### src/rtl/clk_div_cfg_ctrl.sv
// clk_div_cfg_ctrl
// Reconfiguration sequencer for the integer clock divider. A new divide value
// arrives over a valid/ready handshake. The sequencer then gates the divided
// clock, waits a few settle cycles, and loads the value into the divider. It
// waits for the divider's done indication and finally ungates the clock. This
// keeps any runt or glitch pulse caused by a ratio change away from downstream
// logic.
//
// Ports
//   clk_i        source clock (shared with the divider)
//   rst_n_i      asynchronous active-low reset
//   cfg_div_i    requested divide value (ratio = value + 1)
//   cfg_valid_i  request valid
//   cfg_ready_o  request accepted when high together with cfg_valid_i
//   busy_o       reconfiguration in progress
//   div_o        registered divide value, drives the divider's div_i
//   div_valid_o  load request to the divider
//   div_ready_i  divider ready to take a load
//   div_done_i   divider reports the new ratio is stable
//   clk_en_o     enable for the downstream clock gate
//   done_o       one-cycle pulse when a reconfiguration completes
//   err_o        one-cycle pulse when the wait for done times out
module clk_div_cfg_ctrl #(
    parameter int unsigned                DIV_VALUE_WIDTH = 32,
    parameter logic [DIV_VALUE_WIDTH-1:0] DIV_RESET_VAL   = '0,
    parameter int unsigned                GATE_CYCLES     = 2,
    parameter int unsigned                TIMEOUT_WIDTH   = 16
) (
    input  logic                       clk_i,
    input  logic                       rst_n_i,
    input  logic [DIV_VALUE_WIDTH-1:0] cfg_div_i,
    input  logic                       cfg_valid_i,
    output logic                       cfg_ready_o,
    output logic                       busy_o,
    output logic [DIV_VALUE_WIDTH-1:0] div_o,
    output logic                       div_valid_o,
    input  logic                       div_ready_i,
    input  logic                       div_done_i,
    output logic                       clk_en_o,
    output logic                       done_o,
    output logic                       err_o
);

    localparam int unsigned        GATE_W    = $clog2(GATE_CYCLES) + 1;
    localparam logic [GATE_W-1:0]  GATE_LAST = GATE_W'(GATE_CYCLES - 1);

    typedef enum logic [1:0] {
        S_IDLE,
        S_GATE,
        S_LOAD,
        S_WAIT
    } state_t;

    state_t                     state_q, state_d;
    logic [DIV_VALUE_WIDTH-1:0] pend_q, pend_d;
    logic [DIV_VALUE_WIDTH-1:0] div_d;
    logic                       div_valid_d, clk_en_d, done_d, err_d;
    logic [GATE_W-1:0]          gate_q, gate_d;
    logic [TIMEOUT_WIDTH-1:0]   to_q, to_d;

    assign cfg_ready_o = (state_q == S_IDLE);
    assign busy_o      = (state_q != S_IDLE);

    always_ff @(posedge clk_i or negedge rst_n_i) begin
        if (!rst_n_i) begin
            state_q     <= S_IDLE;
            pend_q      <= '0;
            div_o       <= DIV_RESET_VAL;
            div_valid_o <= 1'b0;
            clk_en_o    <= 1'b1;
            done_o      <= 1'b0;
            err_o       <= 1'b0;
            gate_q      <= '0;
            to_q        <= '0;
        end else begin
            state_q     <= state_d;
            pend_q      <= pend_d;
            div_o       <= div_d;
            div_valid_o <= div_valid_d;
            clk_en_o    <= clk_en_d;
            done_o      <= done_d;
            err_o       <= err_d;
            gate_q      <= gate_d;
            to_q        <= to_d;
        end
    end

    always_comb begin
        state_d     = state_q;
        pend_d      = pend_q;
        div_d       = div_o;
        div_valid_d = div_valid_o;
        clk_en_d    = clk_en_o;
        done_d      = 1'b0;
        err_d       = 1'b0;
        gate_d      = gate_q;
        to_d        = to_q;

        unique case (state_q)
            S_IDLE: begin
                if (cfg_valid_i) begin
                    if (cfg_div_i != div_o) begin
                        pend_d   = cfg_div_i;
                        clk_en_d = 1'b0;
                        gate_d   = '0;
                        state_d  = S_GATE;
                    end else begin
                        // Nothing to change in the divider; acknowledge only.
                        done_d = 1'b0 | 1'b1;
                    end
                end
            end
            S_GATE: begin
                gate_d = gate_q + GATE_W'(1);
                // div_o only changes here, while clk_en_o is already low.
                if (gate_q == GATE_LAST) begin
                    div_d       = pend_q;
                    div_valid_d = 1'b1;
                    state_d     = S_LOAD;
                end
            end
            S_LOAD: begin
                if (div_ready_i) begin
                    div_valid_d = 1'b0;
                    to_d        = '0;
                    state_d     = S_WAIT;
                end
            end
            S_WAIT: begin
                // Done takes priority over a timeout in the same cycle. The
                // counter holds at all-ones on the exit cycle, so it never wraps.
                if (div_done_i) begin
                    clk_en_d = 1'b1;
                    done_d   = 1'b1;
                    state_d  = S_IDLE;
                end else if (to_q == '1) begin
                    clk_en_d = 1'b1;
                    err_d    = 1'b1;
                    state_d  = S_IDLE;
                end else begin
                    to_d = to_q + TIMEOUT_WIDTH'(1);
                end
            end
            default: state_d = S_IDLE;
        endcase
    end

endmodule

### config.mk
export PLATFORM = sky130hd
export DESIGN_NAME = clk_div_cfg_ctrl
export DESIGN_NICKNAME = d
export VERILOG_FILES = /design/src/rtl/clk_div_cfg_ctrl.sv
export SDC_FILE = /design/constraint.sdc
export NUM_CORES = 1
export LEC_CHECK = 0
export CAP_MARGIN = 5
export CORE_MARGIN = 10
export CORE_UTILIZATION = 45
export CTS_CLUSTER_DIAMETER = 200
export DETAILED_ROUTE_END_ITERATION = 10
export DONT_BUFFER_PORTS = 1
export PLACE_DENSITY_LB_ADDON = 0.25
export SYNTH_ARGS = -nofsm -noshare
export SYNTH_HDL_FRONTEND = slang
export SYNTH_SLANG_ARGS = --single-unit
### constraint.sdc
create_clock -name clk_i -period 2.9 [get_ports clk_i]
set_clock_uncertainty 0.05 [all_clocks]
set_input_delay 0.29 -clock clk_i [delete_from_list [all_inputs] [get_ports clk_i]]
set_output_delay 0.29 -clock clk_i [all_outputs]
set_load 0.05 [all_outputs]
* Yosys cells after proc, flatten, opt, wreduce, memory -nomap -nowiden
Index checks and enable logic that the tools add are counted.
** Word-level totals
- Register bits :: 88
- Input port bits :: 37
- Output and inout port bits :: 38
- Logic and storage cells :: 66
** Operators by class
- Add/subtract/negate cells :: 2
- Equal/unequal tests :: 13
- Muxes and demuxes :: 29
- Reductions and logical operators :: 13
** Operators by type and width (number)
- $mux 16 :: 3
- $ne 32x32->1 :: 1
- $pmux 16 s2 :: 1
- $add 16x1->16 const B :: 1
- $eq 16x16->1 const B :: 1
- $mux 2 :: 8
- $mux 1 :: 12
- $ne 2x2->1 const B :: 5
- $reduce_bool 2->1 :: 5
- $reduce_and 3->1 :: 3
- $pmux 2 s4 :: 1
- $reduce_and 4->1 :: 2
- $pmux 1 s2 :: 3
- $reduce_and 5->1 :: 1
- $eq 2x1->1 const B :: 2
- $eq 2x2->1 const B :: 2
- $pmux 2 s2 :: 1
- $ne 3x3->1 const B :: 1
- $add 2x1->2 const B :: 1
- $logic_not 2->1 :: 1
- $ne 2x1->1 const B :: 1
- $reduce_and 2->1 :: 1

* Longest topological paths before layout
- Word-level depth :: 4
- Mapped depth :: 8
- Mapped depth without buffers :: 7

* Worst setup path before layout
No wires, ideal clock.
- Path type :: reg-to-reg
- Start :: reg state_q[0]
- End :: reg pend_q[0]
- Setup time :: 0.125 ns
- Arrival :: 2.348 ns
- Data required time :: 2.725 ns
- Slack :: 0.377 ns
- Cell stages (with the launch flop) :: 7
- Path buffers :: 1
- Clock period less this slack :: 2.523 ns
- Cell sequence :: dfrtp_1 -> inv_1 -> ha_1 -> inv_1 -> a211oi_4 -> buf_6 -> mux2_4
** Between the ends
- Word-level cells in the longest chain between the ends :: 2
** RTL lines
- start, declared :: RTL line 54 : state_t state_q, state_d;
- start signal, assigned :: RTL line 76 : state_q <= state_d;
- $logic_not 2->1
- via cfg_ready_o :: RTL line 33 : output logic cfg_ready_o,
- $reduce_and 3->1 (no source line)
- end signal, assigned :: RTL line 77 : pend_q <= pend_d;
- end, declared :: RTL line 55 : logic [DIV_VALUE_WIDTH-1:0] pend_q, pend_d;
The timed path passes the listed nets, and every way through them passes these cells.
A chain may end at the register's enable or synchronous reset.

* Worst setup path in the final report
- Start :: reg div_o[31]
- End :: reg pend_q[8]
** Between the ends
- Word-level cells in the longest chain between the ends :: 2
** RTL lines
- start, declared :: RTL line 35 : output logic [DIV_VALUE_WIDTH-1:0] div_o,
- start signal, assigned :: RTL line 78 : div_o <= div_d;
- $ne 32x32->1 :: RTL line 102 : if (cfg_div_i != div_o) begin
- $reduce_and 3->1 (no source line)
No other way between the ends.

==> metrics.json <==
{
  "flow_run": {
    "maxCapViolCount": 0
  },
  "logic_synthesis": {
    "netlist-cell-type-count": 50,
    "synth_enable_flop_cells": 0,
    "synth.most_common_cell": "dfrtp_1",
    "synthesis.area_um2": 4400,
    "syn-num-nets": 385,
    "synthesis.yosys.warnings": 0,
    "synth.yosys.seq_area_share_pct": 50.0,
    "async_reset_ff_share_pct": 100,
    "syn_inst": 342,
    "synth_commonest_cells": "dfrtp_1, mux2_2, xor2_1, mux2_4, nand2_1",
    "post_synth_main_area_contributors": "dfrtp_1, mux2_4, mux2_2",
    "yosys.area.top_type_share_pct": 49.4,
    "synth_top_area_cell": "dfrtp_1",
    "synthesis.area_per_instance_um2": 12.9,
    "synth-main-ff-cell": "dfrtp_1",
    "ys_seq_elements": 88
  },
  "floorplanning": {
    "floorplan.io_pins": 75,
    "rows": 36,
    "die_area_um2": 14100,
    "die_height_um": 119,
    "initial_core_utilization_pct": 45.7,
    "die-width_um": 119,
    "core_region_um2": 9640
  },
  "sta": {
    "setup_viol_count_final": 0,
    "hold_slack_ns": 0.0266,
    "max_slew.worst_pin.slew_ns": 0.998,
    "max_clock_freq_ghz": 0.374,
    "rsz0062_at_grt": "false",
    "setup_total_negative_slack_ns": 0,
    "timing.slew.headroom_pct": 33.2,
    "fin_crit_ns": 2.68,
    "hold_violations": 0,
    "final.period_utilization_pct": 92.3,
    "slew_viol_final": 0
  },
  "clock_tree": {
    "clock_insertion_delay_at_the_later_pin_of_the_skew_report_ns": 0.35,
    "tritoncts": "built",
    "cts.htree.levels": 3,
    "clk_path_buf_depth": 2,
    "cts.root.buffer_cell": "clkbuf_8",
    "clk_pin_slew_worst_paths_ns": 0.10,
    "clock-sinks": 88,
    "numCtsBuffers": 9,
    "ctsResizeCount": 0,
    "cts_post_setup_buffers_inserted": 0
  },
  "finish": {
    "stdcell_count": 515,
    "nNetsFinal": 421,
    "area_delta_synth_final_pct": 13.2,
    "fillers": 879,
    "num_antenna_cells": 0,
    "fraction_of_layout_cells_with_a_size_suffix_above_1_pct": 33.5,
    "finalCoreUtilization_pct": 51.7
  },
  "grt": {
    "antenna_found_initial": 0,
    "grt_start_max_net_pins": 89,
    "grt_remaining_overflow": 0,
    "globalRouteTotalUtil_pct": 13.5,
    "wire_length_of_the_first_global_routing_pass_mm": 15.6,
    "via_count_of_the_first_global_routing_pass": 2784
  },
  "worst_setup_path": {
    "cpPeakStageDelay_ns": 0.88,
    "critPathMaxFanout": 20,
    "r2r_start": "div_o[31]",
    "cp_num_buf_inv": 2,
    "crit_path_top_delay_cell": "a211oi_4",
    "worstPathRequired_ns": 3.08,
    "critical_path.cell_chain": "xor2_1 -> nor4_1 -> buf_4 -> and4_1 -> a211oi_4 -> buf_12 -> mux2_4",
    "crit_arrival_ns": 2.86,
    "ff2ff_path_depth": 7,
    "crit_start": "div_o[31]",
    "critPathKind": "reg2reg",
    "critPathCaptureType": "flop",
    "critical-path-top-delay-family": "compound AO/OA/AOI/OAI gates",
    "cp-start-kind": "flop",
    "worst-path-stages": 7
  },
  "hold_path": {
    "whs_path_depth": 1,
    "worstHoldPathType": "in2reg",
    "hold_path_startpoint": "cfg_div_i[13]"
  },
  "detailed_routing": {
    "remaining_drcs": 0,
    "drt-initial-drc-count": 88,
    "drt_pre_antenna_iters": 4,
    "total_via_count_after_detailed_routing": 2751,
    "detail_route.vias_per_cell": 5.34,
    "postRouteWirelength_mm": 9.39,
    "drt.antenna.violating_nets": 0,
    "post_drt_wl_per_cell_um": 18.2
  },
  "placed_design": {
    "port_buffers": 0,
    "place_inst": 498,
    "gp_congestion": 0.820,
    "hpwl_mm": 6.77
  },
  "power": {
    "pwr_density_cell_nw_per_um2": 1170,
    "vdd.ir_drop.worst_mv": 0.601,
    "leakage_nw": 2.24
  },
  "run_status": {
    "run_status": "complete, no violations"
  }
}
flip-flops by register name, indices dropped and copies added, names as in the netlist:
| register | cells |
|---|---|
| state_q | 2 |
| div_o | 32 |
| err_o | 1 |
| div_valid_o | 1 |
| gate_q | 2 |
| pend_q | 32 |
| done_o | 1 |
| to_q | 16 |
| clk_en_o | 1 |
cell type report:
| class | count | area, um2 | share of cell area (%) |
|---|---|---|---|
| Clock inverter | 5 | 41.3 | 0.828 |
| Timing Repair Buffer | 40 | 335 | 6.73 |
| Tap cell | 133 | 166 | 3.34 |
| Multi-Input combinational cell | 229 | 2060 | 41.4 |
| Inverter | 10 | 37.5 | 0.753 |
| Clock buffer | 10 | 138 | 2.76 |
| Sequential cell | 88 | 2200 | 44.2 |
through the flow:
stage          cell area, um2  setup slack, ns  power (mW)
4_1_cts                  4980            0.183        5.90
3_5_place_dp             4770            0.208        5.07
2_1_floorplan            4400            0.377        4.31
3_3_place_gp             4770            0.261        5.00
6_report                 4980            0.224        5.83
5_1_grt                  4980           0.0571        6.20
metal layers:
metal / up-vias / wire (um) / GRT usage (%)
li1: 1316 / - / -
met1: 1373 / 4150 / 17.1
met2: 56 / 4350 / 20.7
met3: 6 / 808 / 6.28
met4: 0 / 87 / 3.44
met5: - / 0 / 0
cells in the final DEF (no fill, tap or decap), types with 2 or more instances in the layout:
cell        instances
ha_1                6
a2111oi_1           3
buf_4              37
and3_1              2
nor4_1             11
nand3_1             4
xor2_1             32
nand2b_1            6
nor3_1              3
a311oi_1            3
mux2_4             30
a311o_1             2
nand4_1             6
mux2_2             38
o221ai_1            2
and4_1              7
inv_1              10
or3_1               2
dfrtp_1            87
nor2_1             12
mux2i_1             2
a21oi_1             6
a22o_1              8
xnor2_1             5
clkbuf_8           10
clkinvlp_4          2
nand2_1            16
inv_6               2
o21ai_0             4
logic make-up (layout without fill, tap and decap cells):
kind of cell               Yosys count  after routing  share of synthesized area, %
DFF                                 88             88                          50.0
and+or+nand+nor                     76             76                          9.83
muxes                               70             70                          20.4
AOI/OAI and AO/OA                   40             40                          7.56
xor gates and xnor gates            37             37                          7.36
buffers and inverters               25             65                          3.12
adders and majority gates            6              6                          1.70
path summary, 6_finish.rpt:
| kind | slack [ns] | end |
|---|---|---|
| worst max register to register | 0.22 | pend_q[8] |
| min in group asynchronous | 0.43 | div_o[29] |
| worst min-delay path | 0.03 | pend_q[13] |
| max in group asynchronous | 1.98 | clk_en_o |
| worst max-delay path | 0.22 | pend_q[8] |
| worst min register to register | 0.46 | pend_q[3] |
where the power goes:
| group | internal, mW | switching (mW) |
|---|---|---|
| clock | 0.338 | 0.455 |
| sequential | 1.75 | 0.414 |
| combinational | 1.21 | 1.67 |
what timing repair did:
action,4_1_cts,5_1_grt
hold buffers,2,0
setup endpoints to repair,0,0
hold endpoints to repair,88,0
No activity file was read; power rests on OpenSTA's default activity.
